`src/rtl/hazard_ctrl_unit_pkg.sv`:
```
// Shared constants, scoreboard state encoding and a field extractor for the
// hazard/forwarding controller.
package hazard_ctrl_unit_pkg;

    localparam int unsigned SEL_RF  = 0;
    localparam int unsigned VEC_MAX = 256;

    typedef enum logic [1:0] {
        IDLE    = 2'd0,
        COUNT   = 2'd1,
        WAIT_WB = 2'd2
    } sb_state_e;

    // Returns field s (w bits wide) of a packed vector of equal-width fields.
    function automatic logic [31:0] get_src(input logic [VEC_MAX-1:0] vec,
                                            input int unsigned         s,
                                            input int unsigned         w);
        logic [VEC_MAX-1:0] shifted;
        shifted = vec >> (s * w);
        return shifted[31:0] & ((32'd1 << w) - 32'd1);
    endfunction

endpackage

```
`src/rtl/hazard_ctrl_unit_if.sv`:
```
// Datapath <-> hazard controller signal bundle; the datapath is the master,
// the controller the slave.
interface hazard_ctrl_unit_if #(
    parameter int RA_W    = 5,
    parameter int NUM_SRC = 2,
    parameter int NUM_FWD = 2,
    parameter int SEL_W   = $clog2(NUM_FWD + 1)
) ();
    logic [NUM_SRC*RA_W-1:0]  rs_d;
    logic                     mc_op_d;
    logic [NUM_SRC*RA_W-1:0]  rs_e;
    logic [RA_W-1:0]          rd_e;
    logic                     regwrite_e;
    logic                     load_e;
    logic                     mc_issue_e;
    logic                     pc_src_e;
    logic [NUM_FWD*RA_W-1:0]  rd_stg;
    logic [NUM_FWD-1:0]       regwrite_stg;
    logic [NUM_SRC*SEL_W-1:0] fwd_sel;
    logic                     stall_f;
    logic                     stall_d;
    logic                     flush_d;
    logic                     flush_e;
    logic                     mc_busy;
    logic                     mc_wb;
    logic [RA_W-1:0]          mc_rd;

    modport master (
        output rs_d, mc_op_d, rs_e, rd_e, regwrite_e, load_e, mc_issue_e,
               pc_src_e, rd_stg, regwrite_stg,
        input  fwd_sel, stall_f, stall_d, flush_d, flush_e, mc_busy, mc_wb, mc_rd
    );

    modport slave (
        input  rs_d, mc_op_d, rs_e, rd_e, regwrite_e, load_e, mc_issue_e,
               pc_src_e, rd_stg, regwrite_stg,
        output fwd_sel, stall_f, stall_d, flush_d, flush_e, mc_busy, mc_wb, mc_rd
    );
endinterface

```
`src/rtl/hazard_ctrl_unit_chk.sv`:
```
// Protocol checker: a multicycle op must not issue while one is outstanding.
module hazard_ctrl_unit_chk (
    input logic clk,
    input logic reset_n,
    input logic mc_issue_e,
    input logic sb_valid
);

    a_issue_while_busy: assert property (@(posedge clk) disable iff (!reset_n)
        !(mc_issue_e && sb_valid))
        else $error("protocol violation: mc_issue_e while scoreboard busy");

endmodule

```
`src/rtl/hazard_ctrl_unit_fwd_select.sv`:
```
// Bypass selector for one E-stage source: picks the youngest writing stage
// whose destination matches; x0 never forwards.
module fwd_select
    import hazard_ctrl_unit_pkg::*;
#(
    parameter int RA_W    = 5,
    parameter int NUM_FWD = 2,
    parameter int SEL_W   = $clog2(NUM_FWD + 1)
) (
    input  logic [RA_W-1:0]         rs_i,
    input  logic [NUM_FWD*RA_W-1:0] rd_stg_i,
    input  logic [NUM_FWD-1:0]      regwrite_stg_i,
    output logic [SEL_W-1:0]        sel_o
);

    logic [NUM_FWD-1:0] hit_s;

    // Per-stage comparators
    always_comb begin
        hit_s = {NUM_FWD{1'b0}};
        for (int k = 0; k < NUM_FWD; k++) begin
            hit_s[k] = regwrite_stg_i[k]
                     && (rd_stg_i[k*RA_W +: RA_W] == rs_i)
                     && (rs_i != {RA_W{1'b0}});
        end
    end

    // Priority encoder, scanning oldest to youngest so the youngest hit wins
    always_comb begin
        sel_o = SEL_W'(SEL_RF);
        for (int k = NUM_FWD; k >= 1; k--) begin
            sel_o = hit_s[k-1] ? SEL_W'(k) : sel_o;
        end
    end

endmodule

```
`src/rtl/hazard_ctrl_unit.sv`:
```
// Hazard and forwarding controller: N-stage bypass select, load-use / RAW /
// structural stalls, branch flushes and a one-entry multicycle scoreboard.
module hazard_ctrl_unit
    import hazard_ctrl_unit_pkg::*;
#(
    parameter int RA_W    = 5,
    parameter int NUM_SRC = 2,
    parameter int NUM_FWD = 2,
    parameter int MC_LAT  = 4,
    parameter int SEL_W   = $clog2(NUM_FWD + 1)
) (
    input logic               clk,
    input logic               reset_n,
    hazard_ctrl_unit_if.slave bus
);

    localparam int CNT_W = (MC_LAT > 2) ? $clog2(MC_LAT) : 1;

    sb_state_e                state_q, state_d;
    logic [CNT_W-1:0]         cnt_q, cnt_d;
    logic [RA_W-1:0]          mc_rd_q, mc_rd_d;
    logic                     mc_wb_s;
    logic                     sb_valid_s;
    logic                     lu_match_s, sb_match_s;
    logic                     lu_hz_s, sb_hz_s, st_hz_s, hz_s;
    logic [NUM_SRC*SEL_W-1:0] fwd_sel_s;

    for (genvar g = 0; g < NUM_SRC; g++) begin : g_fwd
        fwd_select #(.RA_W(RA_W), .NUM_FWD(NUM_FWD), .SEL_W(SEL_W)) u_fwd_select (
            .rs_i           (bus.rs_e[g*RA_W +: RA_W]),
            .rd_stg_i       (bus.rd_stg),
            .regwrite_stg_i (bus.regwrite_stg),
            .sel_o          (fwd_sel_s[g*SEL_W +: SEL_W])
        );
    end

    // D-stage source matches against the E-stage load and the pending multicycle result
    always_comb begin
        logic [RA_W-1:0] src;
        src        = {RA_W{1'b0}};
        lu_match_s = 1'b0;
        sb_match_s = 1'b0;
        for (int s = 0; s < NUM_SRC; s++) begin
            src        = RA_W'(get_src(VEC_MAX'(bus.rs_d), unsigned'(s), unsigned'(RA_W)));
            lu_match_s = lu_match_s | (src == bus.rd_e);
            sb_match_s = sb_match_s | (src == mc_rd_q);
        end
    end

    assign sb_valid_s = (state_q != IDLE);
    assign lu_hz_s    = bus.load_e && bus.regwrite_e && (bus.rd_e != {RA_W{1'b0}}) && lu_match_s;
    assign sb_hz_s    = sb_valid_s && (mc_rd_q != {RA_W{1'b0}}) && sb_match_s;
    assign st_hz_s    = bus.mc_op_d && (sb_valid_s || bus.mc_issue_e);
    assign hz_s       = lu_hz_s || sb_hz_s || st_hz_s;

    // A taken branch in E overrides every stall; everything is quiet in reset.
    assign bus.fwd_sel = reset_n ? fwd_sel_s : {(NUM_SRC*SEL_W){1'b0}};
    assign bus.stall_f = reset_n && hz_s && !bus.pc_src_e;
    assign bus.stall_d = reset_n && hz_s && !bus.pc_src_e;
    assign bus.flush_d = reset_n && bus.pc_src_e;
    assign bus.flush_e = reset_n && (hz_s || bus.pc_src_e);
    assign bus.mc_busy = sb_valid_s;
    assign bus.mc_wb   = reset_n && mc_wb_s;
    assign bus.mc_rd   = mc_rd_q;

    // Scoreboard state register
    always_ff @(posedge clk or negedge reset_n) begin
        if (!reset_n) begin
            state_q <= IDLE;
            cnt_q   <= {CNT_W{1'b0}};
            mc_rd_q <= {RA_W{1'b0}};
        end else begin
            state_q <= state_d;
            cnt_q   <= cnt_d;
            mc_rd_q <= mc_rd_d;
        end
    end

    // Scoreboard next state; an issue while busy is simply ignored
    always_comb begin
        state_d = state_q;
        cnt_d   = cnt_q;
        mc_rd_d = mc_rd_q;
        mc_wb_s = 1'b0;
        case (state_q)
            IDLE: begin
                if (bus.mc_issue_e) begin
                    state_d = COUNT;
                    cnt_d   = CNT_W'(MC_LAT - 1);
                    mc_rd_d = bus.rd_e;
                end else begin
                    state_d = IDLE;
                end
            end
            COUNT: begin
                cnt_d = cnt_q - CNT_W'(1);
                if (cnt_d == {CNT_W{1'b0}}) begin
                    state_d = WAIT_WB;
                end else begin
                    state_d = COUNT;
                end
            end
            WAIT_WB: begin
                if (!bus.regwrite_stg[NUM_FWD-1]) begin
                    mc_wb_s = 1'b1;
                    state_d = IDLE;
                end else begin
                    state_d = WAIT_WB;
                end
            end
            default: begin
                state_d = IDLE;
            end
        endcase
    end

    hazard_ctrl_unit_chk u_chk (
        .clk        (clk),
        .reset_n    (reset_n),
        .mc_issue_e (bus.mc_issue_e),
        .sb_valid   (sb_valid_s)
    );

endmodule

```
`src/flat_wrapper.sv`:
```
// flat-port wrapper written by rule: the top's interface ports become plain ports
module hazard_ctrl_unit_flat import hazard_ctrl_unit_pkg::*;
#(
    parameter int RA_W    = 5,
    parameter int NUM_SRC = 2,
    parameter int NUM_FWD = 2,
    parameter int MC_LAT  = 4,
    parameter int SEL_W   = $clog2(NUM_FWD + 1)
)
  (clk, reset_n, bus_rs_d, bus_mc_op_d, bus_rs_e, bus_rd_e, bus_regwrite_e, bus_load_e, bus_mc_issue_e, bus_pc_src_e, bus_rd_stg, bus_regwrite_stg, bus_fwd_sel, bus_stall_f, bus_stall_d, bus_flush_d, bus_flush_e, bus_mc_busy, bus_mc_wb, bus_mc_rd);
  hazard_ctrl_unit_if #(.RA_W(RA_W), .NUM_SRC(NUM_SRC), .NUM_FWD(NUM_FWD), .SEL_W(SEL_W)) bus_i ();
  input logic clk;
  input logic reset_n;
  input wire logic [$bits(bus_i.rs_d)-1:0] bus_rs_d;
  input wire logic [$bits(bus_i.mc_op_d)-1:0] bus_mc_op_d;
  input wire logic [$bits(bus_i.rs_e)-1:0] bus_rs_e;
  input wire logic [$bits(bus_i.rd_e)-1:0] bus_rd_e;
  input wire logic [$bits(bus_i.regwrite_e)-1:0] bus_regwrite_e;
  input wire logic [$bits(bus_i.load_e)-1:0] bus_load_e;
  input wire logic [$bits(bus_i.mc_issue_e)-1:0] bus_mc_issue_e;
  input wire logic [$bits(bus_i.pc_src_e)-1:0] bus_pc_src_e;
  input wire logic [$bits(bus_i.rd_stg)-1:0] bus_rd_stg;
  input wire logic [$bits(bus_i.regwrite_stg)-1:0] bus_regwrite_stg;
  output wire logic [$bits(bus_i.fwd_sel)-1:0] bus_fwd_sel;
  output wire logic [$bits(bus_i.stall_f)-1:0] bus_stall_f;
  output wire logic [$bits(bus_i.stall_d)-1:0] bus_stall_d;
  output wire logic [$bits(bus_i.flush_d)-1:0] bus_flush_d;
  output wire logic [$bits(bus_i.flush_e)-1:0] bus_flush_e;
  output wire logic [$bits(bus_i.mc_busy)-1:0] bus_mc_busy;
  output wire logic [$bits(bus_i.mc_wb)-1:0] bus_mc_wb;
  output wire logic [$bits(bus_i.mc_rd)-1:0] bus_mc_rd;
  assign bus_i.rs_d = bus_rs_d;
  assign bus_i.mc_op_d = bus_mc_op_d;
  assign bus_i.rs_e = bus_rs_e;
  assign bus_i.rd_e = bus_rd_e;
  assign bus_i.regwrite_e = bus_regwrite_e;
  assign bus_i.load_e = bus_load_e;
  assign bus_i.mc_issue_e = bus_mc_issue_e;
  assign bus_i.pc_src_e = bus_pc_src_e;
  assign bus_i.rd_stg = bus_rd_stg;
  assign bus_i.regwrite_stg = bus_regwrite_stg;
  assign bus_fwd_sel = bus_i.fwd_sel;
  assign bus_stall_f = bus_i.stall_f;
  assign bus_stall_d = bus_i.stall_d;
  assign bus_flush_d = bus_i.flush_d;
  assign bus_flush_e = bus_i.flush_e;
  assign bus_mc_busy = bus_i.mc_busy;
  assign bus_mc_wb = bus_i.mc_wb;
  assign bus_mc_rd = bus_i.mc_rd;
  hazard_ctrl_unit #(.RA_W(RA_W), .NUM_SRC(NUM_SRC), .NUM_FWD(NUM_FWD), .MC_LAT(MC_LAT), .SEL_W(SEL_W)) u_core (.clk(clk), .reset_n(reset_n), .bus(bus_i));
endmodule
```
`config.mk`:
```
export PLATFORM = sky130hd
export DESIGN_NAME = hazard_ctrl_unit_flat
export DESIGN_NICKNAME = d
export VERILOG_FILES = /design/src/rtl/hazard_ctrl_unit_pkg.sv /design/src/rtl/hazard_ctrl_unit_if.sv /design/src/rtl/hazard_ctrl_unit_chk.sv /design/src/rtl/hazard_ctrl_unit_fwd_select.sv /design/src/rtl/hazard_ctrl_unit.sv /design/src/flat_wrapper.sv
export SDC_FILE = /design/constraint.sdc
export NUM_CORES = 1
export LEC_CHECK = 0
export CAP_MARGIN = 25
export CORE_MARGIN = 4
export CORE_UTILIZATION = 40
export CTS_BUF_LIST = sky130_fd_sc_hd__clkbuf_4 sky130_fd_sc_hd__clkbuf_8 sky130_fd_sc_hd__clkbuf_16
export DETAILED_ROUTE_END_ITERATION = 6
export HOLD_SLACK_MARGIN = 0.05
export MAX_ROUTING_LAYER = met4
export PLACE_DENSITY = 0.85
export SKIP_CTS_REPAIR_TIMING = 1
export SLEW_MARGIN = 5
export SYNTH_ARGS = -nofsm -noshare
export SYNTH_HDL_FRONTEND = slang
export SYNTH_HIERARCHICAL = 1
export SYNTH_SLANG_ARGS = --single-unit
```
`constraint.sdc`:
```
create_clock -name clk -period 2.92 [get_ports clk]
set_input_delay 0.438 -clock clk [delete_from_list [all_inputs] [get_ports clk]]
set_output_delay 0.438 -clock clk [all_outputs]
set_load 0.05 [all_outputs]
```
==> impl_metrics.tcl, run 1 <==
set metrics [dict create \
    nFillCells 161 \
    drv_slew 0 \
    nets 219 \
    cellLeakagePower_uw 0.000632 \
    startpoint "bus_rd_e[2]" \
    hold_viol_final 0 \
    drt_iter0_markers 22 \
    vias_per_cell 5.21 \
    die_h_um 57.7 \
    ys_seq_area_share_pct 22.8 \
    min_to "u_core/cnt_q[1]$_DFFE_PN0P_" \
    busiest_layer "met2" \
    peakVddDrop_uv 807 \
    area.growth.synth_to_final_pct 69.9 \
    critPathKind "in2out" \
    status "finished clean" \
    synth_most_common_cell "xnor2_1" \
    synth-compound-area-share_pct 8.34 \
    synth_top_family_by_area "XOR/XNOR gates" \
    synth_edf_count 0 \
    fp-row-count 17 \
    path_max_fanout 4 \
    yosys_register_bits 9 \
    crit_chain "clkdlybuf4s50_1 -> xnor2_1 -> nand3_1 -> o22ai_1 -> o2111ai_1 -> a311oi_2 -> buf_12" \
    synth-xor-area-share_pct 35.4 \
    tns_ns 0 \
    cts_num_sinks 9 \
    setup_viol 0 \
    synth_fp_nets 156 \
    period_minus_slack_ns 2.74 \
    worstReg2RegEnd "u_core/bus.mc_rd[0]$_DFFE_PN0P_" \
    cp_slowest_cell "clkdlybuf4s50_1" \
    synth_ff_type "dfrtp_1" \
    min_path_cells 1 \
    drt-total-wl_mm 3.11 \
    ant_nets 0 \
    ys_types 29 \
    antenna_found_initial 0 \
    synth-simple-area-share_pct 21.7 \
    gr-usage-met1_pct 23.4 \
    yosysWarningCount 6 \
    grt_pass1_wl_mm 4.86 \
    cts_tree "yes" \
    die_area_um2 3330 \
    first_pass_iters 4 \
    start_kind "input pin" \
    synth.top_cell.area_share_pct 28.3 \
    fmax_mhz 364 \
    grt_max_degree 14 \
    gp_congestion 0.847 \
    relSlewSlack_pct 64.8 \
    fin_crit_sh_pct 94.0 \
    skew_ns 0.00828 \
    r2r_start "u_core/state_q[1]$_DFF_PN0_" \
    cts_buffer_depth 2 \
    ioPinCount 59 \
    htreeDepth 1 \
    syn_avg_cell_area_um2 8.92 \
    max_stage_delay_ns 0.50 \
    vias 1048 \
    drv_cap 0 \
    drc 0 \
    postSynthCellCount 111 \
    clk_pin_slew_worst_paths_ns 0.05 \
    r2r_setup_slack_ns 1.48 \
    gr-usage-met3_pct 4.68 \
    synthesis.area_um2 990 \
    power.density_nw_per_um2 635 \
    yosysTopAreaCell "xnor2_1" \
    start_util_pct 43.5 \
    power_uw 1070 \
    synth_common_cells "xnor2_1, dfrtp_1, xor2_1" \
    cp.arrival_ns 2.31 \
    worstPathRequired_ns 2.48 \
    coreArea_um2 2280 \
    grt_overflow 0 \
    die-width_um 57.7 \
    cts_buffers 3 \
    dp_hpwl_mm 2.80 \
    hold_start "u_core/cnt_q[1]$_DFFE_PN0P_" \
    synth_area_leaders "xnor2_1, dfrtp_1, xor2_1" \
    cts-root-buf "clkbuf_4" \
    rsz0062_at_grt "false" \
    hold_class "reg2reg" \
    wl_per_cell_um 15.5 \
    final_layout_size_suffix_gt1_share_pct 13.3 \
    critPathCaptureType "output port" \
    synthMuxAreaShare_pct 7.84 \
    insertion_delay_ns 0.25 \
    ff2ff_path_depth 3 \
    antennaDiodeCount 0 \
    tightest_slew_ns 0.520 \
    grt_pass1_vias 1031 \
    met2_usage_pct 31.5 \
    io_buffers 58 \
    synth_fa_ha_area_share_pct 1.26 \
    async_reset_ff_share_pct 100 \
    grt_usage_pct 19.1 \
]
==> routing by layer <==
layer,wire [um],up-vias,part of all wire (%)
li1,-,511,-
met1,1250,491,40
met2,1650,40,53
met3,180,6,5.8
met4,33,0,1.1
met5,0,-,0
==> worst max-delay path by stage <==
stage / to / slack [ns] / cells after the start
3_3_place_gp: bus_stall_f / 0.26 / 7
4_1_cts: bus_stall_d / 0.20 / 7
2_1_floorplan: bus_stall_f / 0.07 / 6
5_1_grt: bus_stall_d / 0.09 / 7
6_report: bus_stall_d / 0.18 / 7
3_5_place_dp: bus_stall_d / 0.21 / 7
==> cells in the final DEF (no fill, tap or decap), types with 2 or more instances in the layout <==
master	Yosys	final
o22ai_1	2	2
buf_4	1	5
xor2_1	8	8
nor2_1	6	6
clkbuf_4	0	4
and3b_1	2	2
nand4_1	2	2
nand2_1	6	6
nand3_1	4	4
mux2_2	6	6
and2_1	6	6
or4_1	4	4
buf_12	0	5
inv_1	5	5
a2111oi_0	2	2
xnor2_1	32	32
nor4_1	2	2
clkdlybuf4s50_1	0	49
dfrtp_1	9	9
o21ai_0	2	2
==> layout make-up <==
| type | instances | area [um2] | area share, % |
|---|---|---|---|
| flip-flops and latches | 9 | 225 | 13.4 |
| inverters | 5 | 18.8 | 1.12 |
| repair buffers | 59 | 628 | 37.4 |
| multi-input cells | 96 | 744 | 44.3 |
| clock buffers | 4 | 30.0 | 1.79 |
| well taps | 28 | 35.0 | 2.08 |
==> logic make-up (layout without fill, tap and decap cells) <==
| logic type | count (synthesis) | in the layout |
|---|---|---|
| and+or+nand+nor | 37 | 37 |
| buffers and inverters | 6 | 68 |
| DFF | 9 | 9 |
| adders and majority gates | 1 | 1 |
| xor gates and xnor gates | 40 | 40 |
| muxes | 7 | 7 |
| AOI/OAI and AO/OA | 11 | 11 |
==> per-stage QoR <==
stage / instance area (um2) / worst slack (ns) / util [%] / hold WS (ns) / std cells
after floorplan: 996 / 0.0708 / - / 0.142 / 111
after CTS: 1680 / 0.202 / 73.9 / 0.500 / 201
after global routing: 1680 / 0.0919 / 73.9 / 0.534 / 201
after global placement: 1650 / 0.261 / 72.6 / 0.475 / 197
after detailed placement: 1650 / 0.209 / 72.6 / 0.488 / 197
final: 1680 / 0.176 / 73.9 / 0.491 / 201
==> state kept, by name, indices dropped and copies added (netlist names) <==
signal	count
u_core/bus.mc_rd	5
u_core/cnt_q	2
u_core/state_q	2
==> worst max-delay path, delay by kind of cell <==
kind | cells | cell delay (ns)
AOI/OAI and AO/OA | 3 | 0.82
buffers and inverters | 2 | 0.70
and+or+nand+nor | 1 | 0.10
xor gates and xnor gates | 1 | 0.24
==> power by group <==
group / switching (uW) / total (uW) / internal, uW / leakage [uW]
logic: 362 / 686 / 325 / 0.000508
registers: 91.6 / 281 / 189 / 0.000106
clock network: 38.4 / 100 / 61.6 / 0.0000184
Power figures use the tool's default switching activity.
==> run 2, diff against run 1 <==
--- a/config.mk
+++ b/config.mk
@@ -7,12 +7,12 @@
 export LEC_CHECK = 0
 export CAP_MARGIN = 25
 export CORE_MARGIN = 4
-export CORE_UTILIZATION = 40
+export CORE_UTILIZATION = 34
 export CTS_BUF_LIST = sky130_fd_sc_hd__clkbuf_4 sky130_fd_sc_hd__clkbuf_8 sky130_fd_sc_hd__clkbuf_16
 export DETAILED_ROUTE_END_ITERATION = 6
 export HOLD_SLACK_MARGIN = 0.05
 export MAX_ROUTING_LAYER = met4
-export PLACE_DENSITY = 0.85
+export PLACE_DENSITY = 0.77
 export SKIP_CTS_REPAIR_TIMING = 1
 export SLEW_MARGIN = 5
 export SYNTH_ARGS = -nofsm -noshare
==> constraint.sdc (replaced) <==
create_clock -name clk -period 2.4 [get_ports clk]
set_input_delay 0.36 -clock clk [delete_from_list [all_inputs] [get_ports clk]]
set_output_delay 0.36 -clock clk [all_outputs]
set_load 0.05 [all_outputs]
==> impl_metrics.tcl, run 2 (synthesis results as in run 1) <==
set metrics [dict create \
    final_layout_size_suffix_gt1_share_pct 25.6 \
    cts_tree "yes" \
    cts-root-buf "clkbuf_4" \
    fp-row-count 19 \
    power.density_nw_per_um2 720 \
    grt_pass1_wl_mm 4.88 \
    period_minus_slack_ns 2.35 \
    power_uw 1360 \
    worstReg2RegEnd "u_core/bus.mc_rd[2]$_DFFE_PN0P_" \
    grt_pass1_vias 1116 \
    fin_hold_ws_ns 0.462 \
    die_area_um2 3840 \
    worstPathRequired_ns 2.04 \
    largest_register_ff_count 5 \
    critPathKind "in2out" \
    htreeDepth 1 \
    crit_path_end "bus_fwd_sel[0]" \
    skew_ns 0.00438 \
    r2r_setup_slack_ns 0.95 \
    grt_usage_pct 17.7 \
    clk_pin_slew_worst_paths_ns 0.06 \
    cp.arrival_ns 1.99 \
    dpl-instance-area_um2 1720 \
    grt_overflow 0 \
    final_cell_mix "clkdlybuf4s50_1, xnor2_1, dlymetal6s2s_1" \
    nFillCells 209 \
    gp_congestion 0.926 \
    antennaDiodeCount 0 \
    drv_slew 0 \
    grt_max_degree 14 \
    utilization_pct 68.2 \
    critPathCaptureType "output port" \
    cts_num_sinks 9 \
    drt-total-wl_mm 3.37 \
    ant_nets 0 \
    fin_crit_sh_pct 98.0 \
    area.growth.synth_to_final_pct 90.1 \
    pre_cts_slack_ns -0.110 \
    coreArea_um2 2760 \
    setup_slack_ns 0.0474 \
    drv_cap 0 \
    status "finished clean" \
    ff2ff_path_depth 3 \
    cp_slowest_cell "or4_4" \
    insertion_delay_ns 0.25 \
    start_kind "input pin" \
    fmax_mhz 425 \
    nets 226 \
    vias 1062 \
    peakVddDrop_uv 922 \
    cts_buffers 3 \
    cts_buffer_depth 2 \
    hold_viol_final 0 \
    hold_class "in2async" \
    final_area_um2 1880 \
    die-width_um 62.0 \
    io_buffers 58 \
    crit_chain "clkdlybuf4s50_1 -> or4_4 -> nor2_2 -> and3b_1 -> and2_1 -> buf_4" \
    rsz0062_at_grt "true" \
    startpoint "bus_rs_e[2]" \
    wl_per_cell_um 16.0 \
    relSlewSlack_pct 66.4 \
    max_stage_delay_ns 0.56 \
    vias_per_cell 5.03 \
    r2r_start "u_core/state_q[1]$_DFF_PN0_" \
    drc 0 \
    die_h_um 62.0 \
    start_util_pct 35.9 \
    path_max_fanout 3 \
    tightest_slew_ns 0.503 \
    dp_hpwl_mm 2.78 \
    setup_viol 0 \
    ioPinCount 59 \
    drt_iter0_markers 55 \
    cellLeakagePower_uw 0.000857 \
    antenna_found_initial 0 \
    first_pass_iters 4 \
]
==> run 2: area by class of cell <==
type | count | area [um2] | area share, %
inverters | 5 | 18.8 | 0.997
well taps | 31 | 38.8 | 2.06
clock buffers | 4 | 30.0 | 1.60
multi-input cells | 96 | 823 | 43.8
flip-flops and latches | 9 | 230 | 12.2
repair buffers | 66 | 741 | 39.4
==> run 2: worst min path at each step <==
stage,start,to
after floorplan,reset_n,u_core/bus.mc_rd[0]$_DFFE_PN0P_
after global placement,u_core/cnt_q[1]$_DFFE_PN0P_,u_core/cnt_q[1]$_DFFE_PN0P_
after CTS,reset_n,u_core/state_q[1]$_DFF_PN0_
after global routing,reset_n,u_core/state_q[1]$_DFF_PN0_
after detailed placement,u_core/cnt_q[1]$_DFFE_PN0P_,u_core/cnt_q[1]$_DFFE_PN0P_
final,reset_n,u_core/state_q[1]$_DFF_PN0_
==> run 2: stage by stage <==
| stage | cells | setup TNS [ns] |
|---|---|---|
| after global placement | 205 | -0.200 |
| after detailed placement | 205 | -0.351 |
| after global routing | 211 | -0.0368 |
| after CTS | 209 | -0.362 |
| final | 211 | 0 |
| after floorplan | 111 | -0.341 |
==> run 2: power by group <==
part	switching, uW	internal (uW)
combinational	466	416
clock	48.3	75.1
sequential	112	237
total	627	729
==> run 2: metal layers <==
metal	routed length, um	part of all wire [%]	global-route usage, %	vias to the layer above
li1	-	-	-	528
met1	1370	41	20.4	500
met2	1810	54	31.1	28
met3	151	4.5	2.07	6
met4	44	1.3	6.97	0
met5	0	0	-	-
==> run 2: worst max-delay path: cells and delay by family <==
family                 cells  cell delay, ns
and+or+nand+nor            4            0.99
buffers and inverters      2            0.64
==> run 3, diff against run 2 <==
--- a/config.mk
+++ b/config.mk
@@ -10,9 +10,9 @@
 export CORE_UTILIZATION = 34
 export CTS_BUF_LIST = sky130_fd_sc_hd__clkbuf_4 sky130_fd_sc_hd__clkbuf_8 sky130_fd_sc_hd__clkbuf_16
 export DETAILED_ROUTE_END_ITERATION = 6
-export HOLD_SLACK_MARGIN = 0.05
 export MAX_ROUTING_LAYER = met4
 export PLACE_DENSITY = 0.77
+export RECOVER_POWER = 50
 export SKIP_CTS_REPAIR_TIMING = 1
 export SLEW_MARGIN = 5
 export SYNTH_ARGS = -nofsm -noshare
==> impl_metrics.tcl, run 3 (synthesis results as in run 1) <==
set metrics [dict create \
    cp.arrival_ns 1.99 \
    final_cell_mix "xnor2_1, clkdlybuf4s50_1, dlymetal6s2s_1" \
    path_max_fanout 3 \
    hold_class "reg2reg" \
    final_layout_size_suffix_gt1_share_pct 25.0 \
    dp_hpwl_mm 2.78 \
    power.density_nw_per_um2 718 \
    dpl-instance-area_um2 1720 \
    setup_slack_ns 0.0474 \
    fin_crit_sh_pct 98.0 \
    first_pass_iters 4 \
    fmax_mhz 425 \
    drt-total-wl_mm 3.37 \
    fp-row-count 19 \
    cts_buffer_depth 2 \
    final_area_um2 1870 \
    insertion_delay_ns 0.25 \
    drv_slew 0 \
    coreArea_um2 2760 \
    grt_pass1_wl_mm 4.88 \
    wl_met1_mm 1.37 \
    die_area_um2 3840 \
    rsz0062_at_grt "true" \
    ioPinCount 59 \
    tightest_slew_ns 0.503 \
    cts-root-buf "clkbuf_4" \
    skew_ns 0.00438 \
    antenna_found_initial 0 \
    fin_hold_ws_ns 0.485 \
    drv_cap 0 \
    grt_pass1_vias 1116 \
    grt_usage_pct 17.7 \
    area.growth.synth_to_final_pct 89.4 \
    worstPathRequired_ns 2.04 \
    status "finished clean" \
    grt_overflow 0 \
    pre_cts_slack_ns -0.110 \
    nets 226 \
    layout_commonest_cell "xnor2_1" \
    clk_pin_slew_worst_paths_ns 0.05 \
    cts_num_sinks 9 \
    io_buffers 58 \
    hold_viol_final 0 \
    routed-wl-met2_mm 1.81 \
    vias 1062 \
    die-width_um 62.0 \
    critPathKind "in2out" \
    period_minus_slack_ns 2.35 \
    critPathCaptureType "output port" \
    die_h_um 62.0 \
    largest_register_ff_count 5 \
    drc 0 \
    ant_nets 0 \
    grt_max_degree 14 \
    cellLeakagePower_uw 0.000858 \
    nFillCells 211 \
    start_util_pct 35.9 \
    vias_per_cell 5.03 \
    wl_per_cell_um 16.0 \
    cts_tree "yes" \
    htreeDepth 1 \
    utilization_pct 68.0 \
    setup_viol 0 \
    start_kind "input pin" \
    peakVddDrop_uv 922 \
    wl_met3_um 151 \
    drt_iter0_markers 52 \
    cts_buffers 3 \
    top_layer_used "met4" \
    antennaDiodeCount 0 \
    relSlewSlack_pct 66.4 \
    gp_congestion 0.926 \
    tns_ns 0 \
]
==> run 3: changes by cell type in the layout (fill, tap and decap cells not counted) <==
cell,change
clkdlybuf4s50_1,-3
dlygate4sd3_1,+3
nor2_1,+1
nor2_4,-1
==> run 3: routing by layer <==
layer	up-vias	GRT usage [%]
met5	-	-
met4	0	6.97
met3	6	2.07
met2	28	31.1
met1	500	20.4
li1	528	-
==> run 3: layout make-up <==
| class | instances | area [um2] | share of cell area (%) |
|---|---|---|---|
| Timing Repair Buffer | 66 | 741 | 39.5 |
| Tap cell | 31 | 38.8 | 2.07 |
| Multi-Input combinational cell | 96 | 816 | 43.5 |
| Inverter | 5 | 18.8 | 1.00 |
| Sequential cell | 9 | 230 | 12.3 |
| Clock buffer | 4 | 30.0 | 1.60 |
==> run 3: path summary, 6_finish.rpt <==
path	start	endpoint	slack, ns	cells after the start
max in group asynchronous	reset_n	u_core/bus.mc_rd[0]$_DFFE_PN0P_	1.70	2
hold / removal	u_core/cnt_q[1]$_DFFE_PN0P_	u_core/cnt_q[1]$_DFFE_PN0P_	0.48	1
hold reg to reg	u_core/cnt_q[1]$_DFFE_PN0P_	u_core/cnt_q[1]$_DFFE_PN0P_	0.48	1
setup reg to reg	u_core/state_q[1]$_DFF_PN0_	u_core/bus.mc_rd[2]$_DFFE_PN0P_	0.79	3
min in group asynchronous	reset_n	u_core/state_q[1]$_DFF_PN0_	0.53	2
setup / recovery	bus_rs_e[2]	bus_fwd_sel[0]	0.05	6
==> run 3: power by group <==
group | internal, uW | leakage (uW) | switching, uW | total [uW]
clock network | 75.1 | 0.0000184 | 48.3 | 123
registers | 237 | 0.000101 | 112 | 349
logic | 413 | 0.000738 | 460 | 873
total | 725 | 0.000858 | 620 | 1350
==> run 3: worst max-delay path: stages <==
cell and delay (ns):
clkdlybuf4s50_1 0.46, or4_4 0.56, nor2_2 0.10, and3b_1 0.18, and2_1 0.15, buf_4 0.18
==> run 3: per-stage QoR <==
step,total power (uW),std cells
2_1_floorplan,875,111
3_3_place_gp,1180,205
3_5_place_dp,1200,205
4_1_cts,1330,209
5_1_grt,1440,211
6_report,1350,211
==> variant: new RTL, flow settings as in run 3 <==
`MC_LAT` is set to 4 in 2 places; all go to 2.
--- a/src/rtl/hazard_ctrl_unit.sv
+++ b/src/rtl/hazard_ctrl_unit.sv
@@ -6,7 +6,7 @@
     parameter int RA_W    = 5,
     parameter int NUM_SRC = 2,
     parameter int NUM_FWD = 2,
-    parameter int MC_LAT  = 4,
+    parameter int MC_LAT  = 2,
     parameter int SEL_W   = $clog2(NUM_FWD + 1)
 ) (
     input logic               clk,
--- a/src/flat_wrapper.sv
+++ b/src/flat_wrapper.sv
@@ -4,7 +4,7 @@
     parameter int RA_W    = 5,
     parameter int NUM_SRC = 2,
     parameter int NUM_FWD = 2,
-    parameter int MC_LAT  = 4,
+    parameter int MC_LAT  = 2,
     parameter int SEL_W   = $clog2(NUM_FWD + 1)
 )
   (clk, reset_n, bus_rs_d, bus_mc_op_d, bus_rs_e, bus_rd_e, bus_regwrite_e, bus_load_e, bus_mc_issue_e, bus_pc_src_e, bus_rd_stg, bus_regwrite_stg, bus_fwd_sel, bus_stall_f, bus_stall_d, bus_flush_d, bus_flush_e, bus_mc_busy, bus_mc_wb, bus_mc_rd);
Function: changed (Yosys sat finds a counterexample within 4 cycles, from zero or initial values and one cycle with reset_n low).
==> variant against run 3 <==
Sequential share of layout area down 0.63 points. Sequential cell count down 1. Highest routed layer unchanged. Design area down 8.3%. Fmax up 0.19%. Synthesized area down 4.7%. Worst setup slack better by 0.0044 ns. Total power down 10%. Largest power group unchanged. Wire length down 10%. Largest cell class unchanged. Critical path type unchanged.
==> variant: results (changes against run 3) <==
metric;value;unit;change
synthTopCellsByCount;xnor2_1 (28), xor2_1 (12), dfrtp_1 (8);;
peakVddDrop;0.637;mV;-31%
clkTransAtPathRegs;0.05;ns;about the same
clock_skew;0.00114;ns;-0.00324 ns
drtIter0Drc;22;;-58%
min_path_cells;2;;+1
outcome;completed;;
async_flop_share;100;%;unchanged
yosysSeqAreaShare;21.2;%;-1.5 points
slowest_stage;or4_4;;
yosys.area_share.xor_xnor;37.1;%;+1.7 points
grt_max_degree;17;;+3
place_congestion;0.883;;-4.6%
place_area;1660;um2;-3.8%
drive_above_1_share;15.9;%;-9.1 points
grt.total_usage;16.7;%;-1.0 points
via_per_inst;5.04;;+0.14%
relSlewSlack;65.8;%;-0.64 points
r2r_cells;3;;unchanged
hp-class;input pin to flop;;
place_ws;0.0352;ns;+0.146 ns
hp-start;bus_rd_e[4];;
crit-reg2reg-launch;u_core/state_q[0]$_DFF_PN0_;;
grt_pass1_wl;4.51;mm;-7.6%
rrSetupSlack;0.83;ns;+0.04 ns
p_int;0.000633;W;-13%
fillers;223;;+5.7%
routedWlPerCell;15.1;um;-5.3%
grt_pass1_vias;1028;;-7.9%
holdPathEnd;u_core/bus.mc_rd[4]$_DFFE_PN0P_;;
worstSkewPairLatency;0.25;ns;about the same
synth.area.mux_share;7.16;%;-0.68 points
first_pass_iters;6;;+2
syn_nets;151;;-3.2%
synthTopCellsByArea;xnor2_1 (26%), dfrtp_1 (21%), xor2_1 (11%);;
synth_compound_area_share;7.43;%;-0.92 points
hpwl;2.53;mm;-8.8%
yosys.area_share.adder;0;%;-1.3 points
power_leakage;0.676;nW;-21%
antenna_cells;0;;unchanged
variant: layer usage:
metal / track usage, % / wire length [um] / up-vias
li1: - / - / 501
met3: 3.83 / 311 / 2
met1: 19.4 / 1190 / 451
met2: 29.2 / 1510 / 54
met5: - / 0 / -
met4: 4.02 / 15 / 0
variant: area by class of cell:
cell class | instances | area (um2) | share of cell area (%)
clock buffer | 3 | 22.5 | 1.31
multi-input combinational | 96 | 769 | 44.8
sequential | 8 | 200 | 11.7
tap | 30 | 37.5 | 2.18
timing repair buffer | 61 | 681 | 39.6
inverter | 2 | 7.51 | 0.437
variant: power groups by stage:
stage / registers (W) / clock network (W) / logic, W
after floorplan: 0.000434 / 0 / 0.000355
after global placement: 0.000296 / 0 / 0.000794
after detailed placement: 0.000300 / 0 / 0.000807
after CTS: 0.000298 / 0.000105 / 0.000809
after global routing: 0.000317 / 0.000108 / 0.000855
final: 0.000298 / 0.000101 / 0.000807
variant: worst register-to-register path: cells and delay by family (launching register included):
kind / cells / cell delay [ns]
flops: 1 / 0.43
mux: 1 / 0.38
simple gates: 2 / 0.66
variant: logic make-up after synthesis:
family / Yosys count
compound gates: 9
flops: 8
buf+inv: 3
mux: 6
simple gates: 41
xor+xnor: 40
variant: per-stage QoR:
stage               hold WS [ns]  power [W]  TNS (ns)  instances
detailed placement         0.504    0.00111         0        197
global placement           0.490    0.00109         0        197
CTS                        0.452    0.00121         0        200
global route               0.509    0.00128   -0.0368        200
finish                     0.488    0.00120         0        200
floorplan                 0.0644   0.000789         0        107
variant: how the worst max path moves through the flow:
stage                               startpoint             end  slack (ns)  cells past startpoint
2_1_floorplan  u_core/bus.mc_rd[4]$_DFFE_PN0P_     bus_stall_f        0.08                      6
4_1_cts                            bus_rd_e[2]     bus_stall_f        0.03                      7
5_1_grt                            bus_rs_e[4]  bus_fwd_sel[1]       -0.04                      6
3_3_place_gp                       bus_rd_e[0]     bus_stall_d        0.07                      7
6_report                           bus_rs_e[2]  bus_fwd_sel[0]        0.05                      6
3_5_place_dp                       bus_rd_e[2]     bus_stall_f        0.04                      7
